File: src/rtl/dds_pkg.sv
// Shared types and helpers for the DDS waveform generator.
package dds_pkg;

  typedef enum logic [1:0] {
    MODE_SINE   = 2'd0,
    MODE_SQUARE = 2'd1,
    MODE_TRI    = 2'd2,
    MODE_SAW    = 2'd3
  } mode_e;

  typedef enum logic [1:0] {
    IDLE = 2'd0,
    RUN  = 2'd1,
    PEND = 2'd2
  } state_e;

  // Gain code that represents x1.0 for a given sample width.
  function automatic int unsigned unity_amp(input int data_width);
    return 32'd1 << data_width;
  endfunction

endpackage

File: src/rtl/dds_amp_scale.sv
// Output gain stage: scales an offset-binary sample about mid-scale and registers it.
module dds_amp_scale
  import dds_pkg::*;
#(
  parameter int DATA_WIDTH = 8
) (
  input  logic                  clk,
  input  logic                  rst,
  input  logic                  sample_valid,
  input  logic [DATA_WIDTH-1:0] sample,
  input  logic [DATA_WIDTH:0]   amp,
  output logic [DATA_WIDTH-1:0] dout,
  output logic                  dout_valid
);

  localparam int PW = 2 * DATA_WIDTH + 3;
  localparam logic [DATA_WIDTH-1:0] MID   = {1'b1, {(DATA_WIDTH-1){1'b0}}};
  localparam logic [DATA_WIDTH:0]   UNITY = (DATA_WIDTH+1)'(unity_amp(DATA_WIDTH));

  logic [DATA_WIDTH:0]    amp_sat;
  logic signed [PW-1:0]   centred;
  logic signed [PW-1:0]   gain;
  logic signed [PW-1:0]   product;
  logic [DATA_WIDTH-1:0]  scaled;

  // Saturate gain to unity and scale the centred sample; floor via arithmetic shift
  always_comb begin
    amp_sat = (amp > UNITY) ? UNITY : amp;
    centred = $signed(PW'(sample)) - $signed(PW'(MID));
    gain    = $signed(PW'(amp_sat));
    product = centred * gain;
    scaled  = DATA_WIDTH'(product >>> DATA_WIDTH) + MID;
  end

  // Register the scaled sample; empty pipeline slots present mid-scale
  always_ff @(posedge clk) begin
    if (rst || !sample_valid) begin
      dout       <= MID;
      dout_valid <= 1'b0;
    end else begin
      dout       <= scaled;
      dout_valid <= 1'b1;
    end
  end

endmodule

File: src/rtl/dds_wave_gen.sv
// DDS waveform generator: phase accumulator, config handshake, shape logic, ROM alignment.
//
// state | meaning
// IDLE  | phase parked at 0, output mid-scale, accepted config loads straight into active
// RUN   | accumulating, ready for a new config
// PEND  | accumulating on old config, new config held in shadow until the next wrap
module dds_wave_gen
  import dds_pkg::*;
#(
  parameter int PHASE_WIDTH = 32,
  parameter int ADDR_WIDTH  = 10,
  parameter int DATA_WIDTH  = 8
) (
  input  logic                   clk,
  input  logic                   rst,
  input  logic                   enable,
  input  logic                   cfg_valid,
  output logic                   cfg_ready,
  input  logic [1:0]             cfg_mode,
  input  logic [PHASE_WIDTH-1:0] cfg_ftw,
  input  logic [ADDR_WIDTH-1:0]  cfg_duty,
  input  logic [DATA_WIDTH:0]    cfg_amp,
  output logic [ADDR_WIDTH-1:0]  rom_addr,
  input  logic [DATA_WIDTH-1:0]  rom_data,
  output logic [DATA_WIDTH-1:0]  dout,
  output logic                   dout_valid
);

  localparam logic [ADDR_WIDTH-1:0] DUTY_RST  = {1'b1, {(ADDR_WIDTH-1){1'b0}}};
  localparam logic [DATA_WIDTH:0]   AMP_UNITY = (DATA_WIDTH+1)'(unity_amp(DATA_WIDTH));

  state_e                 state_q, state_d;
  logic [PHASE_WIDTH-1:0] phase_q, phase_sum;
  logic                   wrap;
  logic                   cfg_accept;
  logic                   load_direct, load_shadow, apply_shadow, advance;

  mode_e                  act_mode, shd_mode;
  logic [PHASE_WIDTH-1:0] act_ftw, shd_ftw;
  logic [ADDR_WIDTH-1:0]  act_duty, shd_duty;
  logic [DATA_WIDTH:0]    act_amp, shd_amp;

  logic [ADDR_WIDTH-1:0]  addr;
  logic [DATA_WIDTH-1:0]  shape_d, shape_q, raw;
  mode_e                  mode_s1;
  logic [DATA_WIDTH:0]    amp_s1;
  logic                   valid_s1;

  assign {wrap, phase_sum} = {1'b0, phase_q} + {1'b0, act_ftw};
  assign cfg_ready  = (state_q != PEND);
  assign cfg_accept = cfg_valid & cfg_ready;
  assign addr       = phase_q[PHASE_WIDTH-1 -: ADDR_WIDTH];
  assign rom_addr   = addr;

  // State register
  always_ff @(posedge clk) begin
    if (rst) state_q <= IDLE;
    else     state_q <= state_d;
  end

  // Next state and datapath controls; a wrap coinciding with an accept still waits in PEND
  always_comb begin
    state_d      = state_q;
    load_direct  = 1'b0;
    load_shadow  = 1'b0;
    apply_shadow = 1'b0;
    advance      = 1'b0;
    case (state_q)
      IDLE: begin
        load_direct = cfg_accept;
        if (enable) state_d = RUN;
      end
      RUN: begin
        if (!enable) begin
          state_d     = IDLE;
          load_direct = cfg_accept;
        end else begin
          advance = 1'b1;
          if (cfg_accept) begin
            load_shadow = 1'b1;
            state_d     = PEND;
          end
        end
      end
      PEND: begin
        if (!enable) begin
          state_d      = IDLE;
          apply_shadow = 1'b1;
        end else begin
          advance = 1'b1;
          if (wrap) begin
            apply_shadow = 1'b1;
            state_d      = RUN;
          end
        end
      end
      default: state_d = IDLE;
    endcase
  end

  // Phase accumulator plus active and shadow configuration registers
  always_ff @(posedge clk) begin
    if (rst) begin
      phase_q  <= '0;
      act_mode <= MODE_SINE;
      act_ftw  <= '0;
      act_duty <= DUTY_RST;
      act_amp  <= AMP_UNITY;
      shd_mode <= MODE_SINE;
      shd_ftw  <= '0;
      shd_duty <= '0;
      shd_amp  <= '0;
    end else begin
      phase_q <= advance ? phase_sum : '0;
      if (load_direct) begin
        act_mode <= mode_e'(cfg_mode);
        act_ftw  <= cfg_ftw;
        act_duty <= cfg_duty;
        act_amp  <= cfg_amp;
      end else if (apply_shadow) begin
        act_mode <= shd_mode;
        act_ftw  <= shd_ftw;
        act_duty <= shd_duty;
        act_amp  <= shd_amp;
      end
      if (load_shadow) begin
        shd_mode <= mode_e'(cfg_mode);
        shd_ftw  <= cfg_ftw;
        shd_duty <= cfg_duty;
        shd_amp  <= cfg_amp;
      end
    end
  end

  // Computed shapes from the current phase address
  always_comb begin
    shape_d = '0;
    case (act_mode)
      MODE_SQUARE: shape_d = (addr < act_duty) ? '1 : '0;
      MODE_TRI:    shape_d = addr[ADDR_WIDTH-1] ? ~addr[ADDR_WIDTH-2 -: DATA_WIDTH]
                                                :  addr[ADDR_WIDTH-2 -: DATA_WIDTH];
      MODE_SAW:    shape_d = addr[ADDR_WIDTH-1 -: DATA_WIDTH];
      default:     shape_d = '0;
    endcase
  end

  // Delay computed shape, mode and gain one cycle so they line up with rom_data
  always_ff @(posedge clk) begin
    if (rst) begin
      valid_s1 <= 1'b0;
      mode_s1  <= MODE_SINE;
      amp_s1   <= '0;
      shape_q  <= '0;
    end else begin
      valid_s1 <= (state_q != IDLE);
      mode_s1  <= act_mode;
      amp_s1   <= act_amp;
      shape_q  <= shape_d;
    end
  end

  assign raw = (mode_s1 == MODE_SINE) ? rom_data : shape_q;

  dds_amp_scale #(
    .DATA_WIDTH (DATA_WIDTH)
  ) u_amp_scale (
    .clk          (clk),
    .rst          (rst),
    .sample_valid (valid_s1),
    .sample       (raw),
    .amp          (amp_s1),
    .dout         (dout),
    .dout_valid   (dout_valid)
  );

endmodule

File: config.mk
export PLATFORM = sky130hd
export DESIGN_NAME = dds_wave_gen
export DESIGN_NICKNAME = d
export VERILOG_FILES = /design/src/rtl/dds_pkg.sv /design/src/rtl/dds_amp_scale.sv /design/src/rtl/dds_wave_gen.sv
export SDC_FILE = /design/constraint.sdc
export NUM_CORES = 1
export LEC_CHECK = 0
export ABC_AREA = 1
export CAP_MARGIN = 15
export CORE_ASPECT_RATIO = 1.2
export CORE_MARGIN = 5
export CORE_UTILIZATION = 60
export CTS_CLUSTER_DIAMETER = 150
export CTS_CLUSTER_SIZE = 28
export DETAILED_ROUTE_END_ITERATION = 10
export GPL_TIMING_DRIVEN = 0
export PLACE_DENSITY_LB_ADDON = 0.12
export SYNTH_ARGS = -nofsm -noshare
export SYNTH_HDL_FRONTEND = slang
export SYNTH_HIERARCHICAL = 1
export SYNTH_SLANG_ARGS = --single-unit
File: constraint.sdc
create_clock -name clk -period 8 [get_ports clk]
set_input_delay 0.8 -clock clk [delete_from_list [all_inputs] [get_ports clk]]
set_output_delay 0.8 -clock clk [all_outputs]
set_load 0.05 [all_outputs]
==> metrics.md <==
| Metric | Value |
|---|---|
| Leak Pwr | about 6.5 nW |
| Rows | 56 |
| Seq cells post-synth | roughly 170 |
| HPWL after detailed placement | ~25000 um |
| Crit path max-delay family | adder cells |
| Worst R2R Path Depth | 20 |
| Max Root-Sink Buffers | 2 |
| Worst Path Required | roughly 8.3 ns |
| Place WS | slightly above 2 ns |
| Share of post-route cells with drive strength above 1 | 0.0844 |
| Vias in the first global route | approximately 10000 |
| Gr ovfl total | 0 |
| Via density | 5.36 |
| Worst-Skew Late Latency | about 0.43 ns |
| PostCTS Resize Cnt | 0 |
| Share of the synthesized area in the top cell type | 0.289 |
| Setup TNS | 0 ns |
| Final setup fails | 0 |
| Die ar. | 22400 um^2 |
| CTS Buf Count | 17 |
| Via Count | roughly 11000 |
| # Post-CTS Setup Buffers | 0 |
| Buf/Inv on CP | 4 |
| Reg clk slew, reported paths | around 0.070 ns |
| Largest cells by area after synthesis | dfxtp_1, nand2_1, fa_1, ha_1, inv_1 |
| FFs w/ async S/R, synth | 0 |
| Avg WL per Cell | approximately 15 um |
| Iter 0 DRT Violations | 649 |
| # IOs | 85 |
| Fin. Hold Viols | 0 |
| Layout Skew | between 0.02 and 0.025 ns |
| Port-buffer cells | 84 |
| Die X | between 100 and 150 um |
| H-tree Lvls | 4 |
| Diode count | 0 |
| Worst path slowest cell | fa_1 |
| Yosys warnings | 6 |
| Synthesized net count | 1858 |
| Post-Layout Inst Area | ~13000 um^2 |
| Top-count cell post-synth | nand2_1 |
| Yosys cell types | 45 |
| Fin nets | between 1500 and 2000 |
| Core area | around 19000 um^2 |
| Area leader, netlist | dfxtp_1 |
| Post-synth EDFFs | 0 |
| First-pass GRT wire length | ~50000 um |
| Hold-fix buffers, CTS | 0 |
| Area Growth Syn to Fin | 15.1% |
| CP startpoint kind | flop |
| Placed insts | ~2000 |
| Critical path cell sequence | nor2_1 > mux2_2 > clkbuf_1 > nor2_1 > fa_1 > inv_1 > fa_1 > fa_1 > fa_1 > inv_1 > fa_1 > ha_1 > nand2_1 > inv_1 > a21boi_0 > o21ai_2 > a21oi_1 > nand2_1 > nand2_1 > nor2_1 |
| Initial antenna violation count | 0 |
| Initial Utilization | 0.605 |
| FMAX | 178 MHz |
| Outcome | finished, final reports clean |
| Crit end category | flop |
| Clock tree sinks | roughly 170 |
| Worst setup margin | ~2.4 ns |
| Post-route insts no fill | a little over 2000 |
| Worst Setup SP | mode_s1[1] |
| Min-Delay Path Class | reg -> reg |
| Post-synthesis sequential area ratio | 0.289 |
| Crit Path Category | reg -> reg |
| Post-Syn Area | 11700 um^2 |
| Synth Flop Type | dfxtp_1 |
| Post-synthesis cell count | approximately 1700 |
| Fillers | 1690 |
| Drt first pass iters | 5 |
| Critical path fanouts, max | 10 |
| Post-route antenna net violation count | 0 |
| Rel. slew slack | 0.500 |
| Synth Area per Inst | between 7 and 8 um^2 |
| Clk Tree Root Cell | clkbuf_16 |
| DRC Markers | 0 |
| Final Max Slew Viols | 0 |
| Tightest Pin Transition | approximately 0.75 ns |
| Largest net degree at the start of global routing | 17 |
| RePlAce Congestion | 0.968 |
| Maximum VDD drop | between 0.0002 and 0.00025 V |
| Pwr dens | about 320 nW/um^2 |
| RSZ-0062 raised after global routing | false |
| Reg2reg end | u_amp_scale/dout[6] |
| Most common cell on crit path | fa_1 |
| Tmin final | ~5.6 ns |
| Total Routed Length | around 31000 um |
| Synth top cells by count | nand2_1, inv_1, nor2_1 |
| RR Startpoint | mode_s1[1] |
| Hold slack | 0.428 ns |
| DIE HEIGHT | between 150 and 200 um |
| Critical path depth | 20 |
| CP endpoint | u_amp_scale/dout[6] |
| Critical path arrival | between 5 and 6 ns |
| Post-DP Area | ~13000 um^2 |
| Slowest stage delay, CP | around 0.55 ns |
| GRT Total Usage | 0.281 |
| CTS tree | built |
| Reg2Reg Setup Slack | around 2.4 ns |
| Post-route clock period utilization | 0.703 |
| MaxCap Viol Count | 0 |
[how the worst min path moves through the flow]
stage               start         to  slack (ns)  cells past startpoint
2_1_floorplan  act_amp[8]  amp_s1[8]        0.40                      2
3_3_place_gp   act_amp[2]  amp_s1[2]        0.42                      2
3_5_place_dp   act_amp[4]  amp_s1[4]        0.42                      2
4_1_cts        act_amp[4]  amp_s1[4]        0.43                      2
5_1_grt        act_amp[4]  amp_s1[4]        0.44                      2
6_report       act_amp[4]  amp_s1[4]        0.43                      2
[power breakdown]
group,leakage [nW],internal (W),switching [W]
combinational,4.79,0.000838,0.00146
sequential,1.38,0.00106,0.000128
clock,0.290,0.000468,0.000373
total,6.46,0.00236,0.00196
[per-layer routing]
metal | track usage | vias to the layer above | share of wire
met5 | 0 | - | 0
met4 | 0.159 | 0 | 0.058
met2 | 0.494 | 317 | 0.50
met3 | 0.0368 | 87 | 0.044
li1 | - | 5479 | -
met1 | 0.324 | 5053 | 0.40
[flip-flops by register name, summed over array words and instances, names as in the netlist, 8 cells and up]
signal	cells
phase_q	32
act_duty	10
act_ftw	32
u_amp_scale/dout	8
shd_ftw	32
amp_s1	9
shd_amp	9
shape_q	8
shd_duty	10
act_amp	9
[through the flow]
step / total power (W) / util
floorplan: 0.00288 / -
global placement: 0.00343 / 0.665
detailed placement: 0.00348 / 0.665
CTS: 0.00434 / 0.696
global route: 0.00469 / 0.696
finish: 0.00433 / 0.696
[cells by family (layout without fill, tap and decap cells)]
group / count (synthesis) / in the layout / synth area share
AO/OA/AOI/OAI: 355 / 355 / 0.175
XOR/XNOR: 5 / 5 / 0.00374
adder cells (fa/ha/maj): 130 / 130 / 0.171
buffers and inverters: 343 / 458 / 0.123
flip-flops: 169 / 169 / 0.289
multiplexers: 8 / 8 / 0.00770
AND/OR/NAND/NOR: 653 / 653 / 0.230
[placed cells by master (no fill, tap or decap), types with 3 or more instances in the layout]
cell / count
ha_1: 80
nand4_1: 3
a21oi_1: 135
xnor2_1: 4
nor3_1: 6
nand2_1: 329
nand2_4: 5
o21ai_0: 132
buf_2: 19
buf_4: 11
o21a_1: 16
fa_1: 50
clkinv_4: 4
nor3b_1: 3
clkdlybuf4s50_1: 84
inv_6: 3
inv_2: 4
and2_1: 3
a21oi_2: 50
dfxtp_1: 169
nand3_1: 87
nor2_2: 3
buf_8: 6
inv_1: 258
clkbuf_16: 17
mux2_2: 8
a21o_1: 3
a31oi_1: 8
clkbuf_1: 36
nand2_2: 3
o21bai_1: 4
nor2_1: 202
buf_1: 6
[layout make-up]
| cell class | instances | area (um^2) | area share |
|---|---|---|---|
| plain buffers | 79 | 437 | 0.0325 |
| clock buffers | 17 | 425 | 0.0316 |
| clock inverters | 14 | 169 | 0.0126 |
| inverters | 264 | 996 | 0.0740 |
| multi-input cells | 1151 | 6880 | 0.511 |
| flip-flops and latches | 169 | 3380 | 0.251 |
| well taps | 261 | 327 | 0.0243 |
| repair buffers | 84 | 841 | 0.0625 |
[worst register-to-register path, stage by stage, from the launching register on]
cell	delay (ns)
dfxtp_1	0.30
nor2_1	0.53
mux2_2	0.33
clkbuf_1	0.39
nor2_1	0.14
fa_1	0.54
inv_1	0.05
fa_1	0.50
fa_1	0.52
fa_1	0.55
inv_1	0.05
fa_1	0.46
ha_1	0.37
nand2_1	0.08
inv_1	0.05
a21boi_0	0.21
o21ai_2	0.13
a21oi_1	0.18
nand2_1	0.07
nand2_1	0.06
nor2_1	0.04
Note: power is estimated with default switching activity, not from simulation.
